[src/rtl/light_source_sel.sv]
// Debounced N-way colour source selector feeding a fixed-depth output pipeline.
// Optional feature macro: LIGHT_SEL_BLANK_EN (insert BLANK dark cycles after each commit).
module light_source_sel #(
    parameter int WIDTH   = 24,
    parameter int NUM_SRC = 4,
    parameter int SEL_W   = $clog2(NUM_SRC),
    parameter int HOLD    = 4,
    parameter int DELAY   = 5,
    parameter int BLANK   = 2
) (
    input  logic                       clk,
    input  logic                       rst_n,
    input  logic [NUM_SRC*WIDTH-1:0]   src,
    input  logic [SEL_W-1:0]           sel,
    input  logic                       enable,
    output logic [WIDTH-1:0]           light,
    output logic [SEL_W-1:0]           active_sel,
    output logic                       switching
);

    typedef enum logic [1:0] {
        S_STABLE = 2'd0,
        S_PEND   = 2'd1,
        S_BLANK  = 2'd2
    } state_t;

    localparam int CNT_W = $clog2(HOLD + 1);
    localparam logic [CNT_W-1:0] HOLD_LAST = CNT_W'(HOLD - 1);
    localparam logic [SEL_W:0]   NUM_SRC_X = (SEL_W + 1)'(NUM_SRC);

`ifdef LIGHT_SEL_BLANK_EN
    localparam int BCNT_W = (BLANK > 1) ? $clog2(BLANK) : 1;
    localparam logic [BCNT_W-1:0] BLANK_LAST = BCNT_W'(BLANK - 1);
    localparam state_t COMMIT_ST = (BLANK > 0) ? S_BLANK : S_STABLE;
    logic [BCNT_W-1:0] bcnt, bcnt_nxt;
`else
    localparam state_t COMMIT_ST = S_STABLE;
`endif

    state_t             state, state_nxt;
    logic [SEL_W-1:0]   cand, cand_nxt;
    logic [SEL_W-1:0]   active_nxt;
    logic [CNT_W-1:0]   cnt, cnt_nxt;
    logic               valid_req;
    logic [WIDTH-1:0]   stage0_d;
    logic [WIDTH-1:0]   src_arr [NUM_SRC];
    logic [WIDTH-1:0]   stage   [DELAY];

    for (genvar k = 0; k < NUM_SRC; k++) begin : g_src
        assign src_arr[k] = src[k*WIDTH +: WIDTH];
    end

    // An out-of-range index behaves like re-selecting the committed source.
    assign valid_req = ({1'b0, sel} < NUM_SRC_X) && (sel != active_sel);

    always_ff @(posedge clk or negedge rst_n) begin
        if (!rst_n) begin
            state      <= S_STABLE;
            cand       <= '0;
            cnt        <= '0;
            active_sel <= '0;
`ifdef LIGHT_SEL_BLANK_EN
            bcnt       <= '0;
`endif
        end else begin
            state      <= state_nxt;
            cand       <= cand_nxt;
            cnt        <= cnt_nxt;
            active_sel <= active_nxt;
`ifdef LIGHT_SEL_BLANK_EN
            bcnt       <= bcnt_nxt;
`endif
        end
    end

    always_comb begin
        state_nxt  = state;
        cand_nxt   = cand;
        cnt_nxt    = cnt;
        active_nxt = active_sel;
`ifdef LIGHT_SEL_BLANK_EN
        bcnt_nxt   = bcnt;
`endif
        case (state)
            S_STABLE: begin
                if (valid_req) begin
                    if (HOLD == 1) begin
                        active_nxt = sel;
                        state_nxt  = COMMIT_ST;
                        cnt_nxt    = '0;
`ifdef LIGHT_SEL_BLANK_EN
                        bcnt_nxt   = '0;
`endif
                    end else begin
                        state_nxt = S_PEND;
                        cand_nxt  = sel;
                        cnt_nxt   = CNT_W'(1);
                    end
                end
            end
            S_PEND: begin
                if (!valid_req) begin
                    state_nxt = S_STABLE;
                    cnt_nxt   = '0;
                end else if (sel == cand) begin
                    // Commit on the edge where the count would reach HOLD.
                    if (cnt == HOLD_LAST) begin
                        active_nxt = cand;
                        state_nxt  = COMMIT_ST;
                        cnt_nxt    = '0;
`ifdef LIGHT_SEL_BLANK_EN
                        bcnt_nxt   = '0;
`endif
                    end else begin
                        cnt_nxt = cnt + 1'b1;
                    end
                end else begin
                    cand_nxt = sel;
                    cnt_nxt  = CNT_W'(1);
                end
            end
`ifdef LIGHT_SEL_BLANK_EN
            S_BLANK: begin
                if (bcnt == BLANK_LAST) begin
                    state_nxt = S_STABLE;
                    bcnt_nxt  = '0;
                end else begin
                    bcnt_nxt = bcnt + 1'b1;
                end
            end
`endif
            default: state_nxt = S_STABLE;
        endcase
    end

    always_comb begin
        switching = (state != S_STABLE);
`ifdef LIGHT_SEL_BLANK_EN
        stage0_d = (enable && (state != S_BLANK)) ? src_arr[active_sel] : '0;
`else
        stage0_d = enable ? src_arr[active_sel] : '0;
`endif
    end

    always_ff @(posedge clk or negedge rst_n) begin
        if (!rst_n) begin
            for (int k = 0; k < DELAY; k++) stage[k] <= '0;
        end else begin
            stage[0] <= stage0_d;
            for (int k = 1; k < DELAY; k++) stage[k] <= stage[k-1];
        end
    end

    assign light = stage[DELAY-1];

endmodule

[config.mk]
export PLATFORM = sky130hd
export DESIGN_NAME = light_source_sel
export DESIGN_NICKNAME = d
export VERILOG_FILES = /design/src/rtl/light_source_sel.sv
export SDC_FILE = /design/constraint.sdc
export NUM_CORES = 1
export LEC_CHECK = 0
export BUFFER_PORTS_ARGS = -buffer_cell sky130_fd_sc_hd__buf_4
export CORE_AREA = 2 2 102 104
export DETAILED_ROUTE_END_ITERATION = 7
export DIE_AREA = 0 0 104 106
export HOLD_SLACK_MARGIN = 0.03
export PLACE_DENSITY_LB_ADDON = 0.05
export SLEW_MARGIN = 10
export SYNTH_ARGS = -nofsm -noshare
export SYNTH_HDL_FRONTEND = slang
export SYNTH_SLANG_ARGS = --single-unit
[constraint.sdc]
create_clock -name clk -period 1.5 [get_ports clk]
set_input_delay 0.15 -clock clk [delete_from_list [all_inputs] [get_ports clk]]
set_output_delay 0.15 -clock clk [all_outputs]
set_load 0.05 [all_outputs]
==> impl_summary.log, run 1 <==
[metrics] status: finished clean
[metrics] vias in the first global route: roughly 2400
[metrics] number of hold-slack violations in the final timing report: 0
[metrics] detailed-routed wire length on met2: 3.51 mm
[metrics] residual overflow from global routing: 0
[metrics] width of the chip: 104 um
[metrics] start point of the worst hold path: src[73]
[metrics] number of warnings issued by yosys: 0
[metrics] library cell occupying the most area in the post-synthesis netlist: dfrtp_1
[metrics] final critical delay including setup and external delays: between 1 and 1.5 ns
[metrics] level count of the clock H-tree: 4
[metrics] Post-synth EDFFs: 0
[metrics] start-to-end type of the worst setup path: reg2reg
[metrics] maximum root-to-sink buffer count: 2
[metrics] CTS sink cnt: about 130
[metrics] adder-cell share of the synthesized area: 0.287%
[metrics] Critical Path Start Type: register
[metrics] synthesized instance count: approximately 230
[metrics] max layer used: met4
[metrics] total number of nets in the final design: roughly 460
[metrics] leakage component of the power: roughly 2.9 nW
[metrics] number of placement rows: 37
[metrics] simple-gate share of the synthesized area: between 4 and 5%
[metrics] wirelength, routed: 6.97 mm
[metrics] die outline area: 11000 um2
[metrics] most instantiated cells after synthesis: dfrtp_1 (128), and2_1 (25), buf_4 (24)
[metrics] non-filler cells in the finished layout: roughly 500
[metrics] fraction of synthesized cell area in xor and xnor cells: 0.804%
[metrics] initial antenna violation count: 0
[metrics] Data arrival, critical path: between 1.5 and 2 ns
[metrics] sequential cell area fraction in the yosys report: 73.5%
[metrics] class of the tightest hold or removal check: in2reg
[metrics] height of the die: 106 um
[metrics] detailed route wirelength on metal3: 311 um
[metrics] final number of setup-violating endpoints: 0
[metrics] Final Cycle Share: roughly 96%
[metrics] synthesis-to-layout area growth: 38.1%
[metrics] combined area of all synthesized cells: 4360 um2
[metrics] Pwr per Cell Area: 1880 nW/um2
[metrics] Max Slew Vio Count: 0
[metrics] worst reg2reg path startpoint: active_sel[0]
[metrics] latest clock arrival within the worst-skew pair: ~0.50 ns
[metrics] number of iterations in the first detailed-routing pass: 4
[metrics] Yosys reg bits: between 100 and 150
[metrics] antenna-violating nets left: 0
[metrics] Final GP Congestion: 0.739
[metrics] clock transition at the registers of the reported paths: ~0.060 ns
[metrics] clock tree from TritonCTS: done
[metrics] IR drop worst, VDD: 0.000975 V
[metrics] slew at the pin closest to its max-slew limit: 0.443 ns
[metrics] nets in the synthesized netlist: 335
[metrics] first-pass GRT wire length: 11.4 mm
[metrics] detailed router's first-iteration violation count: 51
[metrics] post-synthesis async set-or-reset flop share: 100%
[metrics] effective utilization at floorplan: 43.6%
[metrics] compound-cell area share of the yosys netlist: 0.890%
[metrics] floorplan core area: about 10000 um2
[metrics] maximum fanout along the worst path: 20
[metrics] headroom to the max-slew limit: 70.4%
[metrics] GRT Overall Usage: 13.9%
[metrics] number of unique standard cell types used by synthesis: 26
[metrics] count of vias placed by the detailed router: 2219
[metrics] average via count per standard cell: 4.36
[metrics] number of DRC violations after detailed routing: 0
[metrics] count of maximum capacitance violations: 0
[metrics] number of top-level pins: roughly 130
[metrics] post-route met1 wirelength: a little over 3 mm
[metrics] main area contributors after synthesis: dfrtp_1 (74%), mux4_2 (9.8%), buf_4 (4.1%)
[metrics] Final Core Density: 60.2%
[metrics] estimated wirelength of the detail-placed design: 4.82 mm
[metrics] achievable frequency: ~690 MHz
[metrics] placed insts: between 400 and 500
[metrics] worst-case register-to-register setup slack: 0.06 ns
[metrics] post-synth top area share: 73.5%
[metrics] most frequently used cell type in the post-synthesis netlist: dfrtp_1
[metrics] capture point of the critical path: active_sel[1]
[metrics] number of buffers added by the clock tree synthesis step: 17
[metrics] share of post-route cells with drive strength above 1: 53.1%
[metrics] Required @ worst endpoint: 1.87 ns
[metrics] number of antenna diodes: 0
[metrics] most frequently used flop master after synthesis: dfrtp_1
[metrics] Critical Path End Type: register
[metrics] end of the worst register-to-register path: active_sel[1]
[metrics] WL/cell: 13.7 um
[metrics] average size of a mapped cell: 18.7 um2
[metrics] largest family of logic cells by synthesized area: multiplexers
[metrics] count of cells along the worst register-to-register path: 5
[metrics] clock root buffer master: clkbuf_8
[metrics] largest net degree at the start of global routing: 48
[metrics] number of input and output port buffers inserted: about 130
[metrics] multiplexer fraction of the synthesized cell area: 13.9%
[metrics] worst clock skew on the final layout: 0.00783 ns
[metrics] first element of the critical path: active_sel[0]
cell usage in the layout, fill, tap and decap left out, drive strengths merged, types with 2 or more instances in the layout:
master / n
clkbuf: 18
inv: 9
xnor2: 4
mux2: 4
o21ai: 2
and2: 25
dlygate4sd3: 4
buf: 136
mux4: 24
nand2: 2
dfrtp: 128
clkinvlp: 5
critical path: stages, from the launching register on:
cell     delay [ns]
dfrtp_2        0.42
buf_12         0.18
xnor2_4        0.19
nand2_2        0.10
nand3_2        0.09
mux2_2         0.33
per-layer routing:
metal  global-route usage [%]  up-vias
li1                         -     1039
met1                     17.8     1098
met2                     21.1       74
met3                     5.21        8
met4                     6.56        0
met5                        0        -
worst min-delay path by stage:
stage	end	slack, ns	depth (start not counted)
after floorplan	active_sel[0]	-0.15	0
after global placement	stage[36]	0.11	1
after detailed placement	light[12]	0.12	1
after CTS	stage[97]	0.03	3
after global routing	stage[104]	0.04	3
final	stage[97]	0.06	3
final cells by class:
class / count / area [um2]
Clock buffer: 18 / 428
Clock inverter: 14 / 145
Multi-Input combinational cell: 72 / 925
Fill cell: 824 / 3980
Tap cell: 136 / 170
Sequential cell: 128 / 3210
Inverter: 1 / 3.75
Timing Repair Buffer: 140 / 1140
through the flow:
step	TNS, ns	total power, W	setup slack, ns	hold WS, ns	instance area (um2)
2_1_floorplan	-1.46	0.00686	-0.0758	-0.146	4380
3_3_place_gp	0	0.00744	0.0843	0.110	5370
3_5_place_dp	0	0.00750	0.0443	0.115	5370
4_1_cts	0	0.0114	0.0247	0.0339	5990
5_1_grt	-0.0128	0.0119	-0.0128	0.0421	6020
6_report	0	0.0113	0.0583	0.0606	6020
sequential cells by signal (all words and copies together) (netlist names):
signal	cells
active_sel	2
stage	96
cnt	3
state	1
light	24
cand	2
cell families after synthesis:
logic type      Yosys count
fa+ha+maj                 1
compound gates            6
buf+inv                  33
simple gates             33
flops                   128
mux                      28
xor+xnor                  4
what timing repair did:
action                     CTS  global route
setup buffers                0             1
gates resized for setup      2             3
hold endpoints to repair   135             0
hold buffers                 4             0
setup endpoints to repair    2             4
power by group:
group / internal (W) / total, W / switching, W / leakage, nW
sequential: 0.00433 / 0.00462 / 0.000287 / 1.64
combinational: 0.00142 / 0.00286 / 0.00145 / 0.996
clock: 0.00230 / 0.00384 / 0.00154 / 0.267
Note: power is estimated with default switching activity, not from simulation.
==> run 2, diff against run 1 <==
Settings changed: GPL_ROUTABILITY_DRIVEN from default to 0, PLACE_DENSITY from default to 0.82, PLACE_DENSITY_LB_ADDON 0.05 to default.
==> run 2 against run 1 <==
  * Critical path type unchanged
  * Largest cell class unchanged
  * Clock skew is 0.00073 ns lower
  * Sequential power hardly changed
  * Via count is 2.0% higher
  * Sequential share of layout area is 0.30 points higher
  * Die area stayed put
  * First-iteration DRC count is 78% higher
  * Largest power group unchanged
  * Total power is 0.39% higher
  * Setup slack worse by 0.0084 ns
  * Combinational power is 4% lower
  * Utilization is 0.34 points lower
==> impl_summary.log, run 2 (synthesis gave the netlist of run 1 again) <==
[metrics] number of DRC violations after detailed routing: 0
[metrics] height of the die: 106 um
[metrics] number of top-level pins: around 130
[metrics] maximum root-to-sink buffer count: 2
[metrics] Max Slew Vio Count: 0
[metrics] clock transition at the registers of the reported paths: 0.06 ns
[metrics] RSZ-0062 raised after global routing: false
[metrics] final number of setup-violating endpoints: 0
[metrics] final critical delay including setup and external delays: 1.45 ns
[metrics] Crit path buffers/inverters: 0
[metrics] count of vias placed by the detailed router: 2263
[metrics] end of the worst register-to-register path: active_sel[1]
[metrics] Cell Chain, Critical Path: ha_1 > nor2b_1 > nand3_2 > mux2_2
[metrics] CP max stage cell: dfrtp_1
[metrics] detailed router's first-iteration violation count: 91
[metrics] number of placement rows: 37
[metrics] Pwr per Cell Area: around 1900 nW/um2
[metrics] Top delay family on crit path: simple AND/OR/NAND/NOR gates
[metrics] Data arrival, critical path: about 1.8 ns
[metrics] total number of nets in the final design: 461
[metrics] headroom to the max-slew limit: 71.3%
[metrics] Critical Path End Type: register
[metrics] most common library cell in the layout ignoring fill and taps: buf_4
[metrics] number of buffers added by the clock tree synthesis step: 17
[metrics] class of the tightest hold or removal check: in2reg
[metrics] worst clock skew on the final layout: 0.00710 ns
[metrics] worst reg2reg path startpoint: cnt[0]
[metrics] Critical Path Start Type: register
[metrics] number of input and output port buffers inserted: 127
[metrics] initial antenna violation count: 0
[metrics] detailed-routed wire length on met2: 3.68 mm
[metrics] Required @ worst endpoint: 1.89 ns
[metrics] total power: about 0.011 W
[metrics] status: finished clean
[metrics] first-pass GRT wire length: 12.0 mm
[metrics] count of filler cells inserted in the layout: roughly 780
[metrics] start-to-end type of the worst setup path: reg2reg
[metrics] instance count on the critical path: 4
[metrics] worst-case register-to-register setup slack: 0.05 ns
[metrics] largest net degree at the start of global routing: 50
[metrics] slew at the pin closest to its max-slew limit: roughly 0.43 ns
[metrics] highest-count cells in the layout ignoring fill and taps: buf_4 (130), dfrtp_1 (126), and2_1 (25)
[metrics] IR drop worst, VDD: 0.00115 V
[metrics] wirelength, routed: 7.23 mm
[metrics] Final Hold Slack: ~0.059 ns
[metrics] detailed route wirelength on metal3: 429 um
[metrics] number of flip-flops in the largest register: 96
[metrics] GRT Overall Usage: between 10% and 20%
[metrics] die outline area: 11000 um2
[metrics] synthesis-to-layout area growth: 37.3%
[metrics] floorplan core area: 10000 um2
[metrics] max layer used: met4
[metrics] maximum fanout along the worst path: 4
[metrics] first element of the critical path: cnt[0]
[metrics] clock root buffer master: clkbuf_8
[metrics] count of maximum capacitance violations: 0
[metrics] estimated wirelength of the detail-placed design: 5.14 mm
[metrics] average via count per standard cell: 4.45
[metrics] count of cells along the worst register-to-register path: 4
[metrics] register with the highest flop count: stage
[metrics] antenna-violating nets left: 0
[metrics] WL/cell: 14.2 um
[metrics] clock tree from TritonCTS: done
[metrics] capture point of the critical path: active_sel[1]
[metrics] effective utilization at floorplan: 43.6%
[metrics] residual overflow from global routing: 0
[metrics] vias in the first global route: between 2000 and 3000
[metrics] Final Cycle Share: 96.7%
[metrics] CTS sink cnt: 128
[metrics] number of iterations in the first detailed-routing pass: 4
[metrics] number of hold-slack violations in the final timing report: 0
[metrics] share of post-route cells with drive strength above 1: 52.7%
[metrics] post-route met1 wirelength: ~2.9 mm
[metrics] achievable frequency: between 600 and 700 MHz
[metrics] delay of the slowest cell on the worst path: 0.38 ns
[metrics] width of the chip: 104 um
[metrics] number of antenna diodes: 0
[metrics] level count of the clock H-tree: 4
[metrics] leakage component of the power: 2.91 nW
[metrics] latest clock arrival within the worst-skew pair: 0.50 ns
run 2: cell count changes in the layout (fill, tap and decap cells not counted), sizes merged:
cell      change
bufinv        +1
clkinvlp      -3
buf           -1
clkinv        +2
run 2: timing repair:
action	CTS	global route
gates resized for setup	1	1
pin swaps	0	0
setup buffers	0	0
endpoints found under the setup margin	1	1
endpoints found under the hold margin	147	0
hold buffers	4	0
run 2: where the power goes:
part | internal [W] | leakage [nW] | switching (W)
Combinational | 0.00135 | 0.980 | 0.00140
Clock | 0.00246 | 0.286 | 0.00153
Sequential | 0.00433 | 1.64 | 0.000299
Total | 0.00814 | 2.91 | 0.00323
run 2: worst min-delay path by stage:
| stage | endpoint | start | slack, ns | depth (start not counted) |
|---|---|---|---|---|
| after global placement | stage[118] | rst_n | 0.11 | 1 |
| after detailed placement | stage[89] | rst_n | 0.13 | 1 |
| final | stage[96] | src[72] | 0.06 | 3 |
| after global routing | stage[98] | src[2] | 0.05 | 3 |
| after floorplan | active_sel[0] | rst_n | -0.15 | 0 |
| after CTS | stage[96] | src[72] | 0.04 | 3 |
run 2: layer usage:
metal	up-vias	track usage [%]
met5	-	0
met4	0	8.69
met3	18	5.21
met2	96	23.0
met1	1119	16.6
li1	1030	-
run 2: cell type report:
type	instances	area (um2)	share of cell area, %
multi-input cells	72	911	15.2
repair buffers	139	1100	18.4
inverters	1	3.75	0.0627
clock inverters	14	165	2.76
flip-flops and latches	128	3210	53.6
clock buffers	18	428	7.15
well taps	136	170	2.84
run 2: metrics by stage:
stage                     TNS, ns  instances  utilization [%]  setup slack [ns]  instance area, um2
after floorplan             -1.46        233                -           -0.0758                4380
after global placement          0        472             53.4            0.0892                5340
after detailed placement        0        472             53.4            0.0477                5340
after CTS                       0        508             59.8            0.0201                5980
after global routing            0        508             59.8           0.00123                5980
final                           0        508             59.8            0.0499                5980
run 2: tightest hold or removal path: stages:
cell    delay (ns)
buf_4         0.07
mux4_1        0.19
and2_1        0.11
